## config.mk

```make
export PLATFORM = sky130hd
export DESIGN_NAME = iopad_ctrl
export DESIGN_NICKNAME = d
export VERILOG_FILES = /design/src/rtl/iopad_ctrl.sv
export SDC_FILE = /design/constraint.sdc
export NUM_CORES = 1
export LEC_CHECK = 0
export ABC_CLOCK_PERIOD_IN_PS = 1740
export CAP_MARGIN = 20
export CORE_ASPECT_RATIO = 1.1
export CORE_MARGIN = 4
export CORE_UTILIZATION = 65
export CTS_BUF_LIST = sky130_fd_sc_hd__clkbuf_2
export DETAILED_ROUTE_END_ITERATION = 6
export DONT_BUFFER_PORTS = 1
export PLACE_DENSITY = 0.78
export SLEW_MARGIN = 20
export SYNTH_ARGS = -nofsm -noshare
export SYNTH_HDL_FRONTEND = slang
export SYNTH_SLANG_ARGS = --single-unit
```

## constraint.sdc

```tcl
create_clock -name clk -period 1.74 [get_ports clk]
set_clock_uncertainty 0.1 [all_clocks]
set_input_delay 0.174 -clock clk [delete_from_list [all_inputs] [get_ports clk]]
set_output_delay 0.174 -clock clk [all_outputs]
set_load 0.05 [all_outputs]
```

## src/rtl/iopad_ctrl.sv

```systemverilog
// Register-programmed IO pad bank controller.
// Adds a dead-time turnaround on output-enable direction changes, and synchronises and glitch-filters the pad inputs.
module iopad_ctrl #(
    parameter int WIDTH = 8,
    parameter int TURN  = 2,
    parameter int FILT  = 3
) (
    input  logic             clk,
    input  logic             rst_n,
    input  logic             cfg_we,
    input  logic [2:0]       cfg_addr,
    input  logic [WIDTH-1:0] cfg_wdata,
    output logic [WIDTH-1:0] cfg_rdata,
    output logic             irq,
    output logic [WIDTH-1:0] pad_c2p,
    output logic [WIDTH-1:0] pad_c2p_en,
    input  logic [WIDTH-1:0] pad_p2c
);

    localparam logic [3:0] TURN_LD   = 4'(TURN);
    localparam logic [3:0] FILT_LAST = 4'(FILT - 1);

    logic [WIDTH-1:0]      dir_q, in_q, rise_en_q, fall_en_q, irq_stat_q;
    logic [WIDTH-1:0]      s1_q, s2_q;
    logic [WIDTH-1:0][3:0] turn_cnt_q, turn_cnt_nxt;
    logic [WIDTH-1:0][3:0] filt_cnt_q, filt_cnt_nxt;
    logic [WIDTH-1:0]      dir_nxt, dir_chg, en_nxt, in_nxt;
    logic [WIDTH-1:0]      irq_set, irq_clr, stat_nxt, rd_mux;
    logic                  wr_dir, wr_out, wr_rise, wr_fall, wr_stat;

    assign wr_dir  = cfg_we && (cfg_addr == 3'd0);
    assign wr_out  = cfg_we && (cfg_addr == 3'd1);
    assign wr_rise = cfg_we && (cfg_addr == 3'd3);
    assign wr_fall = cfg_we && (cfg_addr == 3'd4);
    assign wr_stat = cfg_we && (cfg_addr == 3'd5);

    // Turnaround: any direction change drops the enable and restarts the dead-time down-counter.
    always_comb begin
        dir_nxt      = wr_dir ? cfg_wdata : dir_q;
        dir_chg      = dir_nxt ^ dir_q;
        en_nxt       = pad_c2p_en;
        turn_cnt_nxt = turn_cnt_q;
        for (int i = 0; i < WIDTH; i++) begin
            if (dir_chg[i]) begin
                en_nxt[i]       = (TURN == 0) ? dir_nxt[i] : 1'b0;
                turn_cnt_nxt[i] = TURN_LD;
            end else if (turn_cnt_q[i] != 4'd0) begin
                turn_cnt_nxt[i] = turn_cnt_q[i] - 4'd1;
                if (turn_cnt_q[i] == 4'd1) begin
                    en_nxt[i] = dir_q[i];
                end
            end
        end
    end

    always_comb begin
        in_nxt       = in_q;
        filt_cnt_nxt = '0;
        for (int i = 0; i < WIDTH; i++) begin
            if (s2_q[i] != in_q[i]) begin
                if (filt_cnt_q[i] == FILT_LAST) begin
                    in_nxt[i] = s2_q[i];
                end else begin
                    filt_cnt_nxt[i] = filt_cnt_q[i] + 4'd1;
                end
            end
        end
    end

    // A new edge event beats a simultaneous W1C on the same bit.
    assign irq_set  = (in_nxt & ~in_q & rise_en_q) | (~in_nxt & in_q & fall_en_q);
    assign irq_clr  = wr_stat ? cfg_wdata : '0;
    assign stat_nxt = (irq_stat_q & ~irq_clr) | irq_set;

    always_comb begin
        rd_mux = '0;
        case (cfg_addr)
            3'd0:    rd_mux = dir_q;
            3'd1:    rd_mux = pad_c2p;
            3'd2:    rd_mux = in_q;
            3'd3:    rd_mux = rise_en_q;
            3'd4:    rd_mux = fall_en_q;
            3'd5:    rd_mux = irq_stat_q;
            default: rd_mux = '0;
        endcase
    end

    always_ff @(posedge clk) begin
        if (!rst_n) begin
            dir_q      <= '0;
            pad_c2p    <= '0;
            pad_c2p_en <= '0;
            in_q       <= '0;
            rise_en_q  <= '0;
            fall_en_q  <= '0;
            irq_stat_q <= '0;
            s1_q       <= '0;
            s2_q       <= '0;
            turn_cnt_q <= '0;
            filt_cnt_q <= '0;
            cfg_rdata  <= '0;
            irq        <= 1'b0;
        end else begin
            dir_q      <= dir_nxt;
            pad_c2p_en <= en_nxt;
            turn_cnt_q <= turn_cnt_nxt;
            if (wr_out)  pad_c2p   <= cfg_wdata;
            if (wr_rise) rise_en_q <= cfg_wdata;
            if (wr_fall) fall_en_q <= cfg_wdata;
            s1_q       <= pad_p2c;
            s2_q       <= s1_q;
            in_q       <= in_nxt;
            filt_cnt_q <= filt_cnt_nxt;
            irq_stat_q <= stat_nxt;
            irq        <= |irq_stat_q;
            cfg_rdata  <= rd_mux;
        end
    end

endmodule

```

==> implementation parameters <==
Parameter                              Value

CTS
  Htree depth ... 4
  Cell chosen for the clock root ... sky130_fd_sc_hd__clkbuf_2
  Number of buffers inserted during clock tree synthesis ... 17
  Clock latency on the worst-skew pair ... 0.68 ns
  TritonCTS clock tree ... built
  Clock edge transition at the registers on the reported setup and hold paths ... 0.19 ns
  Number of buffers on the longest clock path ... 2
  Clock sink total ... 145

Yosys
  Cell type with the highest aggregate area in the netlist ... sky130_fd_sc_hd__dfxtp_1
  Synthesized netlist cell count ... 671
  Synthesized netlist net count ... 709
  Mean post-synth cell area ... 8.76 um2
  Fraction of the yosys area taken by sequential cells ... 49.4%
  Number of synthesized register bits ... 145
  Number of distinct library cells after synthesis ... 38
  Netlist Area Pre-Place ... 0.00588 mm2
  Largest cells by area after synthesis ... sky130_fd_sc_hd__dfxtp_1 (49%), sky130_fd_sc_hd__nand2_1 (8.2%), sky130_fd_sc_hd__a21oi_1 (6.1%)
  Ys Warns ... 0
  Area fraction of the dominant cell type after synthesis ... 49.4%

Floorplan
  X dimension of the die ... 98.7 um
  Die Ht ... 108 um
  Total Die Area ... 0.0106 mm2
  Number of top-level pins ... 47
  Core Region ... 0.00883 mm2
  Initial Utilization ... 66.6%
  Row count ... 36

Route
  Vias after detailed routing ... 5210
  Initial DRT Pass Iterations ... 5
  Via-to-Cell Ratio ... 5.95
  Remaining number of nets flagged by the antenna check after routing ... 0
  Residual DRC ... 0
  Wirelength, routed ... 14.4 mm
  Drt first-iter violations ... 450
  DR WL/cell ... 16.4 um

Final layout
  Area growth from synthesis to layout ... 18.6%
  Final standard cell count with taps included and fillers excluded ... 876
  Register cell area after layout ... 0.00291 mm2
  Multi-input logic area ... 0.00284 mm2
  Design Area, Final ... 0.00697 mm2
  Fraction of final layout cells sized beyond drive strength 1 ... 9.58%
  Total number of nets in the final design ... 788
  Total of fill cells in the finished design ... 565
  Antenna Diode Count ... 0

Setup path
  Worst path cell trace ... nand2b_1, dlygate4sd3_1, nor2_2, dlygate4sd3_1, a21boi_0, o21a_1
  Crit path buffers/inverters ... 2
  Type of origin of the critical path ... input port
  Slack of the worst reg-to-reg path ... 0.09 ns
  Reg-to-reg endpoint ... irq_stat_q[0]
  Critical register-to-register path startpoint ... filt_cnt_q[0]
  CP top delay family ... buffers and inverters
  Class of the most critical setup path ... input port to flop
  Most used cell, CP ... sky130_fd_sc_hd__dlygate4sd3_1
  Largest driver fanout on the critical path ... 7
  Endpoint type of the worst setup path ... flop
  Worst setup path start ... cfg_addr[1]
  Arrival time of the worst setup path ... 2.25 ns
  Max stage delay on crit path ... 0.77 ns
  Worst Reg2Reg Path Length in Cells ... 6
  Endpoint required time on the critical path ... 2.21 ns
  Slowest library cell on the worst path ... sky130_fd_sc_hd__dlygate4sd3_1

Timing
  Worst slew margin relative to its limit ... 57.4%
  Final setup margin ... -0.0417 ns
  Transition time at the pin with the least slew margin ... 0.640 ns
  Setup violators final ... 3
  Accumulated negative setup slack ... -0.0546 ns
  Maximum clock frequency ... 0.561 GHz
  Time the worst path needs with I/O delays and setup ... 1.78 ns
  Setup repair after global routing missed its margin ... false
  Fraction of the cycle the final worst path needs ... 102%
  Number of pins exceeding their max-slew limit in the final report ... 0
  Hold violation total from the final report ... 0

Worst hold path
  Number of cells on the worst hold path ... 2
  Terminating pin of the worst hold path ... s1_q[0]
  Min-delay worst type ... input port to flop
  Startpoint of the most critical hold path ... pad_p2c[0]

Job
  Max Cap Viol ... 0

Place
  Instance area at placement ... 0.00607 mm2
  Number of cells in the design after placement ... 784
  Count of input and output buffers ... 0
  Weighted congestion reported at the end of routability-driven placement ... 0.859
  DP Wirelength ... 8.66 mm

Pwr
  Worst-case vdd ir drop ... 0.542 mV
  Power per standard cell area ... 840 mW/mm2
  Total power draw ... 5.86 mW
  P_leak ... 2.62 nW

Global route
  Total global routing track utilization ... 28.2%
  Final global-route overflow total ... 0
  Number of global-route vias before repair ... 5159
  First-pass GRT wire length ... 24.0 mm
  Number of antenna violations at the first check in global routing ... 0
  Largest net degree at the start of global routing ... 44

Run status
  Failing checks ... setup timing
  Outcome ... finished with violations
-- cells in the mapped netlist (all sizes together) --
cell / instances
and2: 17
mux2i: 8
a21oi: 72
xnor2: 8
nor4: 2
buf: 10
mux2: 6
ha: 16
nor2b: 4
clkbuf: 9
o21ai: 21
nand3: 36
a21boi: 8
nor2: 62
o31ai: 8
o22ai: 4
dfxtp: 145
xor2: 24
nor3: 18
nand2: 132
a31oi: 9
nand2b: 3
a32oi: 3
o21a: 10
nand3b: 22
nor4b: 1
nand4b: 2
mux4: 2
inv: 9
-- repair_timing --
action | 4_1_cts | 5_1_grt
endpoints found under the setup margin | 0 | 17
hold endpoints to repair | 145 | 0
resized for setup | 0 | 9
hold buffers | 60 | 0
setup buffers | 0 | 1
-- placed cells by master (no fill, tap or decap), types with 19 or more instances in the layout --
| cell type | netlist | layout |
|---|---|---|
| sky130_fd_sc_hd__xor2_1 | 24 | 24 |
| sky130_fd_sc_hd__nand2_1 | 128 | 128 |
| sky130_fd_sc_hd__clkbuf_2 | 0 | 19 |
| sky130_fd_sc_hd__dfxtp_1 | 145 | 141 |
| sky130_fd_sc_hd__nand3b_1 | 22 | 22 |
| sky130_fd_sc_hd__dlygate4sd3_1 | 0 | 55 |
| sky130_fd_sc_hd__o21ai_0 | 21 | 21 |
| sky130_fd_sc_hd__nand3_1 | 36 | 36 |
| sky130_fd_sc_hd__nor2_1 | 61 | 61 |
| sky130_fd_sc_hd__a21oi_1 | 72 | 72 |
-- metal layers --
layer  vias up  track usage, %  wire length, um
met5         -               0                0
met4         0            16.6              600
met3        69            7.32             1070
met2       240            47.2             7000
met1      2442            32.4             5710
li1       2459               -                -
-- registers in the layout (all words and copies together) (netlist names) --
signal / flops
cfg_rdata: 8
irq: 1
pad_c2p_en: 8
dir_q: 8
rise_en_q: 8
turn_cnt_q: 32
filt_cnt_q: 32
pad_c2p: 8
in_q: 8
irq_stat_q: 8
fall_en_q: 8
s2_q: 8
s1_q: 8
-- layout make-up --
type | count | share of cell area, %
clock buffers | 19 | 1.36
clock inverters | 12 | 2.39
inverters | 9 | 0.520
multi-input cells | 498 | 40.8
flip-flops and latches | 145 | 41.7
well taps | 114 | 2.05
repair buffers | 79 | 11.2
-- power by group --
part / internal (mW) / switching (mW) / total (mW)
clock: 0.933 / 1.17 / 2.10
sequential: 3.37 / 0.0495 / 3.42
combinational: 0.146 / 0.196 / 0.342
total: 4.45 / 1.41 / 5.86
-- cells by family (layout without fill, tap and decap cells) --
family | after synthesis | count (layout) | share of synthesized area [%]
buffers and inverters | 28 | 119 | 2.30
xor gates and xnor gates | 32 | 32 | 4.77
and+or+nand+nor | 299 | 299 | 23.7
adders and majority gates | 16 | 16 | 3.40
DFF | 145 | 145 | 49.4
muxes | 16 | 16 | 3.28
AOI/OAI and AO/OA | 135 | 135 | 13.2
-- worst register-to-register path, delay by kind of cell, from the launching register on --
| kind | cells | cell delay [ns] |
|---|---|---|
| fa+ha+maj | 1 | 0.20 |
| simple gates | 1 | 0.10 |
| buf+inv | 2 | 0.58 |
| flops | 1 | 0.37 |
| compound gates | 2 | 0.22 |
-- worst max path at each step --
stage               depth (start not counted)  slack [ns]            end
finish                                      6       -0.04  irq_stat_q[5]
global route                                5       0.009     pad_c2p[3]
CTS                                         7        0.01     pad_c2p[4]
detailed placement                          5        0.50  turn_cnt_q[4]
global placement                            4        0.50   fall_en_q[1]
floorplan                                   5        0.42   cfg_rdata[0]
-- per-stage QoR --
stage	util, %	hold slack [ns]	setup WS, ns
global route	79.0	0.0101	0.00899
floorplan	-	0.201	0.418
finish	79.0	0.0513	-0.0417
detailed placement	68.8	0.204	0.497
CTS	78.7	0.000742	0.00997
global placement	68.8	0.201	0.505
Power figures use the tool's default switching activity.
